==> src/rtl/usb_rx_packet_ctrl.sv <==
// USB full-speed receive packet sequencer: frames SYNC..EOP, assembles LSB-first bytes,
// checks the PID and reports clean end or a classified error. Optional PID check: USB_RX_PID_CHECK_EN.
module usb_rx_packet_ctrl #(
  parameter int MAX_BYTES = 1026,
  parameter int CNT_W     = 11
) (
  input  logic             clk,
  input  logic             rst,
  input  logic             bit_valid,
  input  logic             bit_in,
  input  logic             sync_detected,
  input  logic             eop,
  input  logic             stuff_err,
  output logic             rx_active,
  output logic [3:0]       pid,
  output logic             pid_valid,
  output logic [7:0]       rx_data,
  output logic             rx_data_valid,
  output logic [CNT_W-1:0] rx_byte_cnt,
  output logic             rx_packet_end,
  output logic             rx_error,
  output logic [2:0]       rx_err_code
);

  typedef enum logic [1:0] {S_IDLE, S_PID, S_DATA, S_ERR_WAIT} state_t;

  localparam logic [2:0] ERR_PID   = 3'd1;
  localparam logic [2:0] ERR_STUFF = 3'd2;
  localparam logic [2:0] ERR_ALIGN = 3'd3;
  localparam logic [2:0] ERR_OVF   = 3'd4;

  // Once this many data bytes are delivered, PID + data already fills MAX_BYTES.
  localparam logic [CNT_W-1:0] LAST_CNT = CNT_W'(MAX_BYTES - 1);

  state_t           state, state_nx;
  logic [7:0]       shreg, shreg_nx;
  logic [2:0]       bit_cnt, bit_cnt_nx;
  logic [3:0]       pid_nx;
  logic             pid_valid_nx;
  logic [7:0]       rx_data_nx;
  logic             rx_data_valid_nx;
  logic [CNT_W-1:0] rx_byte_cnt_nx;
  logic             rx_packet_end_nx;
  logic             rx_error_nx;
  logic [2:0]       rx_err_code_nx;
  logic [7:0]       byte_full;
  logic             last_bit;
  logic             pid_ok;

  assign byte_full = {bit_in, shreg[7:1]};
  assign last_bit  = (bit_cnt == 3'd7);

`ifdef USB_RX_PID_CHECK_EN
  assign pid_ok = (byte_full[7:4] == ~byte_full[3:0]);
`else
  assign pid_ok = 1'b1;
`endif

  always_comb begin
    // NOTE: every variable gets a default first so no path infers a latch.
    state_nx         = state;
    shreg_nx         = shreg;
    bit_cnt_nx       = bit_cnt;
    pid_nx           = pid;
    pid_valid_nx     = 1'b0;
    rx_data_nx       = rx_data;
    rx_data_valid_nx = 1'b0;
    rx_byte_cnt_nx   = rx_byte_cnt;
    rx_packet_end_nx = 1'b0;
    rx_error_nx      = 1'b0;
    rx_err_code_nx   = rx_err_code;

    case (state)
      S_IDLE, S_ERR_WAIT: begin
        if (sync_detected) begin
          state_nx       = S_PID;
          shreg_nx       = 8'h00;
          bit_cnt_nx     = 3'd0;
          rx_byte_cnt_nx = '0;
        end else if (eop) begin
          state_nx = S_IDLE;
        end
      end
      S_PID: begin
        if (stuff_err) begin
          rx_error_nx    = 1'b1;
          rx_err_code_nx = ERR_STUFF;
          state_nx       = S_ERR_WAIT;
        end else if (eop) begin
          rx_error_nx    = 1'b1;
          rx_err_code_nx = ERR_ALIGN;
          state_nx       = S_IDLE;
        end else if (bit_valid) begin
          shreg_nx   = byte_full;
          bit_cnt_nx = bit_cnt + 3'd1;
          if (last_bit) begin
            if (pid_ok) begin
              pid_nx       = byte_full[3:0];
              pid_valid_nx = 1'b1;
              state_nx     = S_DATA;
            end else begin
              rx_error_nx    = 1'b1;
              rx_err_code_nx = ERR_PID;
              state_nx       = S_ERR_WAIT;
            end
          end
        end
      end
      S_DATA: begin
        if (stuff_err) begin
          rx_error_nx    = 1'b1;
          rx_err_code_nx = ERR_STUFF;
          state_nx       = S_ERR_WAIT;
        end else if (eop) begin
          state_nx = S_IDLE;
          if (bit_cnt == 3'd0) begin
            rx_packet_end_nx = 1'b1;
          end else begin
            rx_error_nx    = 1'b1;
            rx_err_code_nx = ERR_ALIGN;
          end
        end else if (bit_valid) begin
          shreg_nx   = byte_full;
          bit_cnt_nx = bit_cnt + 3'd1;
          if (last_bit) begin
            if (rx_byte_cnt >= LAST_CNT) begin
              rx_error_nx    = 1'b1;
              rx_err_code_nx = ERR_OVF;
              state_nx       = S_ERR_WAIT;
            end else begin
              rx_data_nx       = byte_full;
              rx_data_valid_nx = 1'b1;
              rx_byte_cnt_nx   = rx_byte_cnt + 1'b1;
            end
          end
        end
      end
      default: state_nx = S_IDLE;
    endcase
  end

  // NOTE: sequential state uses non-blocking assignments so all registers update together.
  always_ff @(posedge clk) begin
    if (rst) begin
      state         <= S_IDLE;
      shreg         <= 8'h00;
      bit_cnt       <= 3'd0;
      rx_active     <= 1'b0;
      pid           <= 4'h0;
      pid_valid     <= 1'b0;
      rx_data       <= 8'h00;
      rx_data_valid <= 1'b0;
      rx_byte_cnt   <= '0;
      rx_packet_end <= 1'b0;
      rx_error      <= 1'b0;
      rx_err_code   <= 3'd0;
    end else begin
      state         <= state_nx;
      shreg         <= shreg_nx;
      bit_cnt       <= bit_cnt_nx;
      rx_active     <= (state_nx == S_PID) || (state_nx == S_DATA);
      pid           <= pid_nx;
      pid_valid     <= pid_valid_nx;
      rx_data       <= rx_data_nx;
      rx_data_valid <= rx_data_valid_nx;
      rx_byte_cnt   <= rx_byte_cnt_nx;
      rx_packet_end <= rx_packet_end_nx;
      rx_error      <= rx_error_nx;
      rx_err_code   <= rx_err_code_nx;
    end
  end

endmodule

==> config.mk <==
export PLATFORM = sky130hd
export DESIGN_NAME = usb_rx_packet_ctrl
export DESIGN_NICKNAME = d
export VERILOG_FILES = /design/src/rtl/usb_rx_packet_ctrl.sv
export SDC_FILE = /design/constraint.sdc
export NUM_CORES = 1
export LEC_CHECK = 0
export BUFFER_PORTS_ARGS = -buffer_cell sky130_fd_sc_hd__buf_2
export CELL_PAD_IN_SITES_DETAIL_PLACEMENT = 1
export CELL_PAD_IN_SITES_GLOBAL_PLACEMENT = 1
export CORE_MARGIN = 2
export CORE_UTILIZATION = 30
export CTS_CLUSTER_DIAMETER = 30
export DETAILED_ROUTE_END_ITERATION = 6
export PLACE_DENSITY_LB_ADDON = 0.1
export SETUP_SLACK_MARGIN = 0.2
export SYNTH_ARGS = -nofsm -noshare
export SYNTH_HDL_FRONTEND = slang
export SYNTH_SLANG_ARGS = --single-unit
==> constraint.sdc <==
create_clock -name clk -period 6.1 [get_ports clk]
set_input_delay 0.305 -clock clk [delete_from_list [all_inputs] [get_ports clk]]
set_output_delay 0.305 -clock clk [all_outputs]
set_load 0.005 [all_outputs]
==> results of run 1 <==
==> per-layer routing <==
| metal | vias up | global-route usage [%] | wire (um) |
|---|---|---|---|
| li1 | 829 | - | - |
| met1 | 782 | 20.85 | 2479 |
| met2 | 24 | 21.59 | 2142 |
| met3 | 7 | 3.696 | 181 |
| met4 | 0 | 3.463 | 46 |
| met5 | - | 0 | 0 |
==> flip-flops by register name (all words and copies together) (netlist names), 2 cells and up <==
name / flops
pid: 4
rx_err_code: 3
state: 2
rx_data: 8
rx_byte_cnt: 11
bit_cnt: 3
shreg: 7
==> area by class of cell <==
type	instances	area [um^2]	share of cell area [%]
Clock buffer	6	72.57	3.162
Clock inverter	2	12.51	0.5453
Inverter	9	33.78	1.472
Multi-Input combinational cell	151	1026	44.71
Sequential cell	43	860.8	37.51
Tap cell	77	96.34	4.198
Timing Repair Buffer	38	192.7	8.397
==> worst max-delay path by stage <==
stage / slack, ps / cells past startpoint / endpoint
2_1_floorplan: 4140 / 9 / rx_byte_cnt[5]
3_3_place_gp: 3770 / 7 / rx_byte_cnt[2]
3_5_place_dp: 3760 / 7 / rx_byte_cnt[8]
4_1_cts: 3730 / 7 / rx_byte_cnt[2]
5_1_grt: 3500 / 7 / rx_byte_cnt[2]
6_report: 3740 / 7 / rx_byte_cnt[2]
==> worst min-delay path, cell delays in order <==
cell and delay (ps):
sky130_fd_sc_hd__buf_2 90, sky130_fd_sc_hd__mux2i_1 60, sky130_fd_sc_hd__nor2_1 70
==> synth_stat cells, types with 4 or more instances <==
master                    instances  share of area, %
sky130_fd_sc_hd__inv_1            9               1.7
sky130_fd_sc_hd__nand2_1         16               3.0
sky130_fd_sc_hd__xnor2_1          8               3.5
sky130_fd_sc_hd__nor3_1           8               2.0
sky130_fd_sc_hd__buf_2            5               1.3
sky130_fd_sc_hd__a22o_1           8               3.5
sky130_fd_sc_hd__dfxtp_1         43                43
sky130_fd_sc_hd__ha_1             7               4.4
sky130_fd_sc_hd__o21ai_0          4               1.0
sky130_fd_sc_hd__mux2i_1         12               6.1
sky130_fd_sc_hd__a21oi_1          8               2.0
sky130_fd_sc_hd__nand3_1          4               1.0
sky130_fd_sc_hd__nor4_1           7               2.2
sky130_fd_sc_hd__nor2_1          35               6.6
==> cells by family after synthesis <==
| logic type | Yosys count |
|---|---|
| adder cells (fa/ha/maj) | 7 |
| AND/OR/NAND/NOR | 86 |
| XOR/XNOR | 9 |
| AO/OA/AOI/OAI | 37 |
| buffers and inverters | 20 |
| flip-flops | 43 |
| multiplexers | 12 |
==> power by group <==
group | internal (uW) | switching [uW]
Sequential | 287 | 3.41
Combinational | 22.5 | 44.9
Clock | 80.2 | 102
Total | 389 | 150
==> metrics by stage <==
step | cell area (um^2) | util [%] | cells | hold WS [ps]
6_report | 2295 | 36.14 | 326 | 263.3
2_1_floorplan | 1979 | - | 214 | 441.0
3_3_place_gp | 2210 | 34.80 | 318 | 477.2
5_1_grt | 2295 | 36.14 | 326 | 279.0
4_1_cts | 2295 | 36.14 | 326 | 263.4
3_5_place_dp | 2210 | 34.80 | 318 | 482.0
==> results_dict.tcl, run 1 <==
set metrics [dict create \
    cp-end-kind "register" \
    fp.dieArea_mm2 0.007264 \
    port-buffer-count 37 \
    layout.cells.most_common_list "43 x sky130_fd_sc_hd__dfxtp_1, 37 x sky130_fd_sc_hd__buf_2, 35 x sky130_fd_sc_hd__nor2_1" \
    grt_usage_pct 14.44 \
    layout-area-overhead-vs-synth_pct 15.93 \
    total_power_uw 539.8 \
    cp_num_buf_inv 1 \
    final.setup.tns_ps 0 \
    final_min_period_over_clock_period_pct 38.69 \
    clk-insertion-delay-late_ps 300 \
    ff_latch_count_synth 43 \
    worst-endpoint-arrival_ps 2560 \
    first_global_vias 1679 \
    die_height_um 85.23 \
    timing.final.max_slew_violations 0 \
    synth-adder-area-share_pct 4.425 \
    crit_path_start_kind "register" \
    regToRegStartpoint "state[0]" \
    layout_commonest_cell "sky130_fd_sc_hd__dfxtp_1" \
    synth.net_count 228 \
    fmaxAchievable_mhz 423.7 \
    insertedDiodeCount 0 \
    drc 0 \
    dp_wirelength_mm 3.496 \
    path_clk_slew_ps 80 \
    cp_cell_sequence "inv_1 > ha_1 > nor2b_1 > a211o_1 > nor3_1 > xnor2_1 > nor2_1" \
    clock_tree.htree_level_count 2 \
    reg2regPathDepth 7 \
    core_area_mm2 0.006350 \
    timing.critical_path.slowest_stage_cell "sky130_fd_sc_hd__nor2b_1" \
    top_level_ports 38 \
    final_antenna_net_count 0 \
    hp-start "bit_in" \
    syn-mean-instance-area_um2 9.250 \
    grt_start_max_net_pins 27 \
    cts_setup_buffers 0 \
    hold_violations 0 \
    syn_area_mm2 0.001979 \
    global_route.overflow_total 0 \
    cts_buffers 5 \
    p_per_area_mw_per_mm2 235.2 \
    netlist_cell_types 43 \
    ys_async_sr_fraction_pct 0 \
    synthCells 214 \
    max_buffers_root_to_sink 2 \
    post_synth_mux_area_share_pct 6.068 \
    drt_wl_total_mm 4.849 \
    rsz_0062_raised_after_global_routing "false" \
    criticalPathCategory "reg2reg" \
    place_worst_setup_slack_ps 3760 \
    critPathLaunch "state[0]" \
    cts_root_buf "sky130_fd_sc_hd__clkbuf_8" \
    post_drt_via_cell_ratio 5.037 \
    worst_slew_pin_slew_ps 969.2 \
    critical-path-max-stage-delay_ps 600 \
    relSlewSlack_pct 35.25 \
    synth_simple_gate_area_share_pct 23.89 \
    most_used_flip_flop_cell_after_synthesis "sky130_fd_sc_hd__dfxtp_1" \
    globalplace.congestion 0.7296 \
    outcome "completed" \
    synth-xor-area-share_pct 3.982 \
    setup_ws_ps 3740 \
    yosys_warnings 0 \
    timing.final.crit_period_ps 2360 \
    critPathMaxFanout 11 \
    synth_compound_area_share_pct 13.46 \
    finClkSkew_ps 4.215 \
    tritoncts_clock_tree "built" \
    fp.dieW_um 85.23 \
    drtPass1Iterations 4 \
    report.final.setup_viol 0 \
    hold_path.class "in2reg" \
    cts_hold_repair.buffers 0 \
    seq_area_frac_synth_pct 43.49 \
    leakage_uw 0.001026 \
    synth-edff-count 0 \
    cts_resized 0 \
    power.ir.vdd_worst_v 0.00008645 \
    cap_violations 0 \
    whs_endpoint "rx_data[7]" \
    fillers 759 \
    drt_first_iter_violations 67 \
    start_util_pct 31.17 \
    layout-drive-gt1-share_pct 21.69 \
    synth_top_family_by_area "simple AND/OR/NAND/NOR gates" \
    clkSinkCount 43 \
    first_pass_grt_wire_length_mm 8.431 \
    worst-endpoint-required_ps 6300 \
    critPathTopFamily "simple AND/OR/NAND/NOR gates" \
    final_routed_wire_length_divided_by_cell_count_um 14.87 \
    crit-reg2reg-capture "rx_byte_cnt[2]" \
    reg2reg_slack_ps 3740 \
    rows 29 \
    dr_total_vias 1642 \
    depth_of_the_worst_hold_timing_path 3 \
    fin_nets 262 \
    number_of_antenna_violations_at_the_first_check_in_global_routing 0 \
]
Power figures use the tool's default switching activity.
==> run 2: changes to the inputs <==
- clock period: 6.1 -> 2 ns (I/O delays scaled with it)
==> run 2 against run 1 <==
Compared with the run above:
- worst setup slack worse by 3500 ps
- first-iteration DRC count is 37% lower
- register-to-register slack worse by 3500 ps
- worst hold slack got worse by 220 ps
- largest power group unchanged
- clock skew grew 3.5 ps
- wire length rose by 17%
- cell area grew 20%
==> results_dict.tcl, run 2 (synthesized netlist as in run 1, its figures left out) <==
set metrics [dict create \
    fp.dieW_um 85.23 \
    worst_slew_pin_slew_ps 555.0 \
    cts_buffers 5 \
    drt_wl_total_mm 5.657 \
    layout_commonest_cell "sky130_fd_sc_hd__dfxtp_1" \
    report.final.setup_viol 0 \
    fp.dieArea_mm2 0.007264 \
    timing.final.max_slew_violations 0 \
    cell_internal_pwr_uw 1310 \
    global_route.overflow_total 0 \
    crit-reg2reg-capture "rx_byte_cnt[5]" \
    clock_tree.htree_level_count 2 \
    cap_violations 0 \
    proportion_of_power_drawn_by_combinational_gates_pct 15.3 \
    drc 0 \
    layout-drive-gt1-share_pct 39.19 \
    clkPwrFrac_pct 36.7 \
    seqCellArea_um2 874.6 \
    rsz_0062_raised_after_global_routing "true" \
    final.setup.tns_ps 0 \
    worst-endpoint-required_ps 2210 \
    place_worst_setup_slack_ps -13.70 \
    final_min_period_over_clock_period_pct 90.44 \
    total_power_uw 1840 \
    p_per_area_mw_per_mm2 669.6 \
    netSwitchingFraction_pct 28.77 \
    layout.cells.most_common_list "38 x sky130_fd_sc_hd__dfxtp_1, 37 x sky130_fd_sc_hd__buf_2, 34 x sky130_fd_sc_hd__nor2_1" \
    largest-register "rx_byte_cnt" \
    reg.largest.list "rx_byte_cnt (11), rx_data (8), shreg (7)" \
    final_antenna_net_count 0 \
    rows 29 \
    crit_path_start_kind "register" \
    hold_violations 0 \
    worst-endpoint-arrival_ps 2020 \
    tritoncts_clock_tree "built" \
    multiInputGateArea_mm2 0.001255 \
    timing.critical_path.slowest_stage_cell "sky130_fd_sc_hd__a211o_4" \
    die_height_um 85.23 \
    cts_root_buf "sky130_fd_sc_hd__clkbuf_8" \
    grt_usage_pct 15.94 \
    drt_first_iter_violations 42 \
    clkSinkCount 43 \
    largest_register_ff_count 11 \
    regToRegStartpoint "bit_cnt[0]" \
    cts_hold_repair.buffers 0 \
    setup_ws_ps 191.1 \
    critical-path-max-stage-delay_ps 450 \
    layout-area-overhead-vs-synth_pct 38.81 \
    seq_power_share_pct 48.0 \
    critPathMaxFanout 5 \
    dp_wirelength_mm 3.849 \
    first_pass_grt_wire_length_mm 9.239 \
    cp_cell_sequence "ha_4 > ha_4 > nand3b_1 > a211o_4 > nor4_4 > xnor2_1 > nor2_1" \
    drtPass1Iterations 4 \
    max_buffers_root_to_sink 2 \
    cp-end-kind "register" \
    finClkSkew_ps 7.717 \
    reg2reg_slack_ps 190 \
    grt_start_max_net_pins 16 \
    fillers 726 \
    post_drt_via_cell_ratio 5.060 \
    fmaxAchievable_mhz 552.8 \
    number_of_antenna_violations_at_the_first_check_in_global_routing 0 \
    timing.final.crit_period_ps 1809 \
    hp-start "bit_in" \
    total_switching_power_uw 529.3 \
    whs_endpoint "shreg[7]" \
    path_clk_slew_ps 100 \
    critical_path.most_common_cell "sky130_fd_sc_hd__ha_4" \
    core_area_mm2 0.006350 \
    port-buffer-count 37 \
    relSlewSlack_pct 62.80 \
    leakage_uw 0.001178 \
    globalplace.congestion 0.7877 \
    finish.cell_count_without_fillers 350 \
    insertedDiodeCount 0 \
    top_level_ports 38 \
    first_global_vias 1799 \
    placedCellCount 331 \
    outcome "completed" \
    fin_nets 286 \
    start_util_pct 31.17 \
    hold_path.class "in2reg" \
    clk-insertion-delay-late_ps 310 \
    dr_total_vias 1771 \
    final_routed_wire_length_divided_by_cell_count_um 16.16 \
    depth_of_the_worst_hold_timing_path 3 \
    power.ir.vdd_worst_v 0.0002936 \
    reg2regPathDepth 7 \
    criticalPathCategory "reg2reg" \
]
[run 2: changes by cell type in the layout (fill, tap and decap cells not counted), moves of 3 or more]
cell	change
sky130_fd_sc_hd__buf_4	+17
sky130_fd_sc_hd__buf_6	+5
sky130_fd_sc_hd__dfxtp_1	-5
sky130_fd_sc_hd__ha_1	-5
sky130_fd_sc_hd__nor4_1	-5
sky130_fd_sc_hd__ha_4	+4
sky130_fd_sc_hd__nor3_1	-4
sky130_fd_sc_hd__nor3_2	+4
sky130_fd_sc_hd__nor4_4	+4
sky130_fd_sc_hd__dfxtp_4	+3
[run 2: timing repair]
| action | in CTS | in global routing |
|---|---|---|
| endpoints found under the setup margin | 27 | 22 |
| pin swaps | 6 | 13 |
| resized for setup | 10 | 18 |
| cloned | 2 | 0 |
| setup buffers | 8 | 1 |
| hold endpoints to repair | 0 | 0 |
[run 2: worst max-delay path by stage]
stage,cells after the start,slack (ps),from,endpoint
floorplan,8,210,rx_byte_cnt[1],rx_byte_cnt[1]
global placement,7,20,bit_cnt[1],rx_byte_cnt[5]
detailed placement,7,-10,bit_cnt[1],rx_byte_cnt[7]
CTS,7,180,bit_cnt[0],rx_byte_cnt[7]
global route,7,100,bit_cnt[0],rx_byte_cnt[5]
finish,7,190,bit_cnt[0],rx_byte_cnt[5]
[run 2: power groups by stage]
stage,Combinational (uW),Clock (uW),Sequential (uW)
detailed placement,247,0,906
finish,282,674,883
global placement,248,0,905
floorplan,179,0,907
global route,315,728,886
CTS,270,703,885
[run 2: worst max-delay path, delay by kind of cell, from the launching register on]
family / cells / cell delay, ps
compound gates: 1 / 450
simple gates: 3 / 460
xor+xnor: 1 / 150
fa+ha+maj: 2 / 300
flops: 1 / 370
[run 2: area by class of cell]
| type | instances | area share, % |
|---|---|---|
| clock inverters | 2 | 0.6375 |
| multi-input cells | 153 | 45.67 |
| well taps | 77 | 3.506 |
| inverters | 9 | 1.230 |
| repair buffers | 60 | 13.71 |
| clock buffers | 6 | 3.415 |
| flip-flops and latches | 43 | 31.83 |
[run 2: per-stage QoR]
stage	cell area, um^2	hold WS, ps	utilization [%]
after floorplan	2092	236.0	-
after global placement	2404	362.8	37.85
after detailed placement	2404	366.4	37.85
after CTS	2651	41.04	41.75
after global routing	2748	74.49	43.27
final	2748	44.04	43.27
[run 2: per-layer routing]
layer  part of all wire (%)  up-vias  GRT usage [%]
met5                      0        -              0
met1                     46      861          20.99
met2                     50       27          26.49
li1                       -      877              -
met3                    3.3        6          3.599
met4                    1.0        0          3.896
==> run 3: changes to the inputs <==
- ABC_AREA: default -> 1
==> run 3 against run 2 <==
Compared with the run above:
- core utilization decreased by 4.6 points
- first-iteration DRC count grew 2.4%
- power down 7.2%
- non-clock buffer count down 10
- cell area shrank 4.4%
- register-to-register slack gained 120 ps
- die area is 6.0% higher
- critical endpoint is now rx_byte_cnt[2]
- largest cell class unchanged
==> results_dict.tcl, run 3 <==
set metrics [dict create \
    synth.net_count 302 \
    crit_path_start_kind "register" \
    setup_ws_ps 314.7 \
    final_area_mm2 0.002626 \
    seq_area_frac_synth_pct 40.93 \
    synthCells 288 \
    cp_cell_sequence "inv_1 > ha_2 > inv_4 > nor2_2 > a21oi_4 > nand3_4 > clkinv_4 > nand2_1 > a21oi_2" \
    core_area_mm2 0.006794 \
    port-buffer-count 37 \
    grt_usage_pct 16.04 \
    timing.final.max_slew_violations 0 \
    final.setup.tns_ps 0 \
    post_drt_via_cell_ratio 4.553 \
    power.ir.vdd_worst_v 0.0003285 \
    clk-insertion-delay-late_ps 300 \
    fp.dieArea_mm2 0.007697 \
    worst-endpoint-required_ps 2190 \
    final_routed_wire_length_divided_by_cell_count_um 13.54 \
    p_per_area_mw_per_mm2 650.1 \
    cp-end-kind "register" \
    globalplace.congestion 0.7738 \
    dr_total_vias 1985 \
    fp.dieW_um 87.73 \
    start_util_pct 30.96 \
    hold_violations 0 \
    drt_first_iter_violations 43 \
    netlist.area_leader.share_pct 40.93 \
    ys_async_sr_fraction_pct 0 \
    drt_wl_total_mm 5.903 \
    timing.critical_path.slowest_stage_cell "sky130_fd_sc_hd__ha_2" \
    outcome "completed" \
    max_buffers_root_to_sink 2 \
    syn_area_mm2 0.002103 \
    most_used_flip_flop_cell_after_synthesis "sky130_fd_sc_hd__dfxtp_1" \
    multiInputGateArea_mm2 0.001095 \
    hold-worst-slack_ps 95.14 \
    number_of_antenna_violations_at_the_first_check_in_global_routing 0 \
    yosys_warnings 0 \
    netlist_cell_types 29 \
    first_global_vias 1923 \
    die_height_um 87.73 \
    relSlewSlack_pct 60.97 \
    synth.top_cells.by_area "sky130_fd_sc_hd__dfxtp_1 41%, sky130_fd_sc_hd__nand2_1 10%, sky130_fd_sc_hd__inv_1 6.4%" \
    cts_buffers 5 \
    critPathTopFamily "simple AND/OR/NAND/NOR gates" \
    criticalPathCategory "reg2reg" \
    layout_commonest_cell "sky130_fd_sc_hd__nand2_1" \
    fmaxAchievable_mhz 593.4 \
    cp_num_buf_inv 3 \
    worst-endpoint-arrival_ps 1880 \
    synth_top_cells_by_count "58 x sky130_fd_sc_hd__nand2_1, 43 x sky130_fd_sc_hd__dfxtp_1, 36 x sky130_fd_sc_hd__inv_1, 32 x sky130_fd_sc_hd__nor2_1, 25 x sky130_fd_sc_hd__a21oi_1" \
    fillers 869 \
    final_antenna_net_count 0 \
    worst_slew_pin_slew_ps 584.9 \
    drtPass1Iterations 4 \
    critical-path-max-stage-delay_ps 380 \
    syn-mean-instance-area_um2 7.303 \
    tritoncts_clock_tree "built" \
    place_area_mm2 0.002459 \
    synth_area_leader_cell "sky130_fd_sc_hd__dfxtp_1" \
    clock_tree.htree_level_count 2 \
    place_worst_setup_slack_ps 61.12 \
    ff_latch_count_synth 43 \
    critPathMaxFanout 8 \
    layout-drive-gt1-share_pct 28.53 \
    rsz_0062_raised_after_global_routing "false" \
    first_pass_grt_wire_length_mm 9.584 \
    path_clk_slew_ps 90 \
    top_level_ports 38 \
    grt_start_max_net_pins 20 \
    synth-edff-count 0 \
    layout-area-overhead-vs-synth_pct 24.87 \
    cap_violations 0 \
    global_route.overflow_total 0 \
    cts_root_buf "sky130_fd_sc_hd__clkbuf_8" \
    cts_hold_repair.buffers 0 \
    seqCellArea_um2 865.8 \
    dp_wirelength_mm 4.430 \
    largest_register_ff_count 11 \
    synthMostInstantiatedCell "sky130_fd_sc_hd__nand2_1" \
    timing.final.crit_period_ps 1685 \
    leakage_uw 0.001084 \
    fin_nets 353 \
    rows 30 \
    reg2reg_slack_ps 310 \
    final_min_period_over_clock_period_pct 84.26 \
    largest-register "rx_byte_cnt" \
    insertedDiodeCount 0 \
    clkSinkCount 43 \
    drc 0 \
    reg.largest.list "rx_byte_cnt (11), rx_data (8), shreg (7)" \
    hold_path.class "in2reg" \
    report.final.setup_viol 0 \
    layout.cells.most_common_list "56 x sky130_fd_sc_hd__nand2_1, 41 x sky130_fd_sc_hd__dfxtp_1, 37 x sky130_fd_sc_hd__buf_2" \
    finClkSkew_ps 4.251 \
]
[run 3: through the flow]
step / utilization (%) / instances / total power (uW)
final: 38.66 / 436 / 1707
after global routing: 38.66 / 436 / 1809
after CTS: 38.01 / 434 / 1726
after detailed placement: 36.19 / 425 / 1136
after global placement: 36.19 / 425 / 1134
after floorplan: - / 288 / 1064
[run 3: what timing repair did]
action                     in CTS  in global routing
setup buffers                   0                  1
pin swaps                       0                  3
cloned                          1                  1
gates resized for setup         6                 12
setup endpoints to repair      14                 19
[run 3: logic make-up after synthesis]
family	count (synthesis)	share of synthesized area [%]
AOI/OAI and AO/OA	63	18.08
xor gates and xnor gates	5	2.082
adders and majority gates	7	4.164
buffers and inverters	50	9.459
DFF	43	40.93
and+or+nand+nor	120	25.28
[run 3: layer usage]
| metal | track usage (%) | up-vias | part of all wire, % |
|---|---|---|---|
| met5 | 0 | - | 0 |
| met4 | 3.357 | 0 | 1.2 |
| met3 | 3.016 | 8 | 2.7 |
| met2 | 24.52 | 29 | 43 |
| met1 | 23.52 | 914 | 53 |
| li1 | - | 1034 | - |
[run 3: tightest hold or removal path: stages]
cell and delay (ps):
sky130_fd_sc_hd__buf_2 110, sky130_fd_sc_hd__nand3_1 90, sky130_fd_sc_hd__a21oi_1 60
[run 3: power by group]
part / total (uW) / leakage (uW) / internal (uW) / switching, uW
Clock: 562 / 0.0000402 / 243 / 319
Sequential: 887 / 0.000349 / 875 / 12.2
Combinational: 258 / 0.000695 / 84.5 / 174
Total: 1710 / 0.00108 / 1200 / 505
[run 3: final cells by class]
cell class                      count  area share, %
Sequential cell                    43          32.97
Clock buffer                        5          2.620
Timing Repair inverter              1         0.2382
Tap cell                           96          4.574
Timing Repair Buffer               50          10.77
Clock inverter                      3         0.7623
Inverter                           42          6.384
Multi-Input combinational cell    196          41.69
[run 3: worst paths after layout]
path	start	end	cells past startpoint
worst min-delay path	bit_in	shreg[7]	3
worst min register to register	rx_data[1]	rx_data[1]	2
worst max-delay path	state[0]	rx_byte_cnt[2]	9
worst max register to register	state[0]	rx_byte_cnt[2]	9
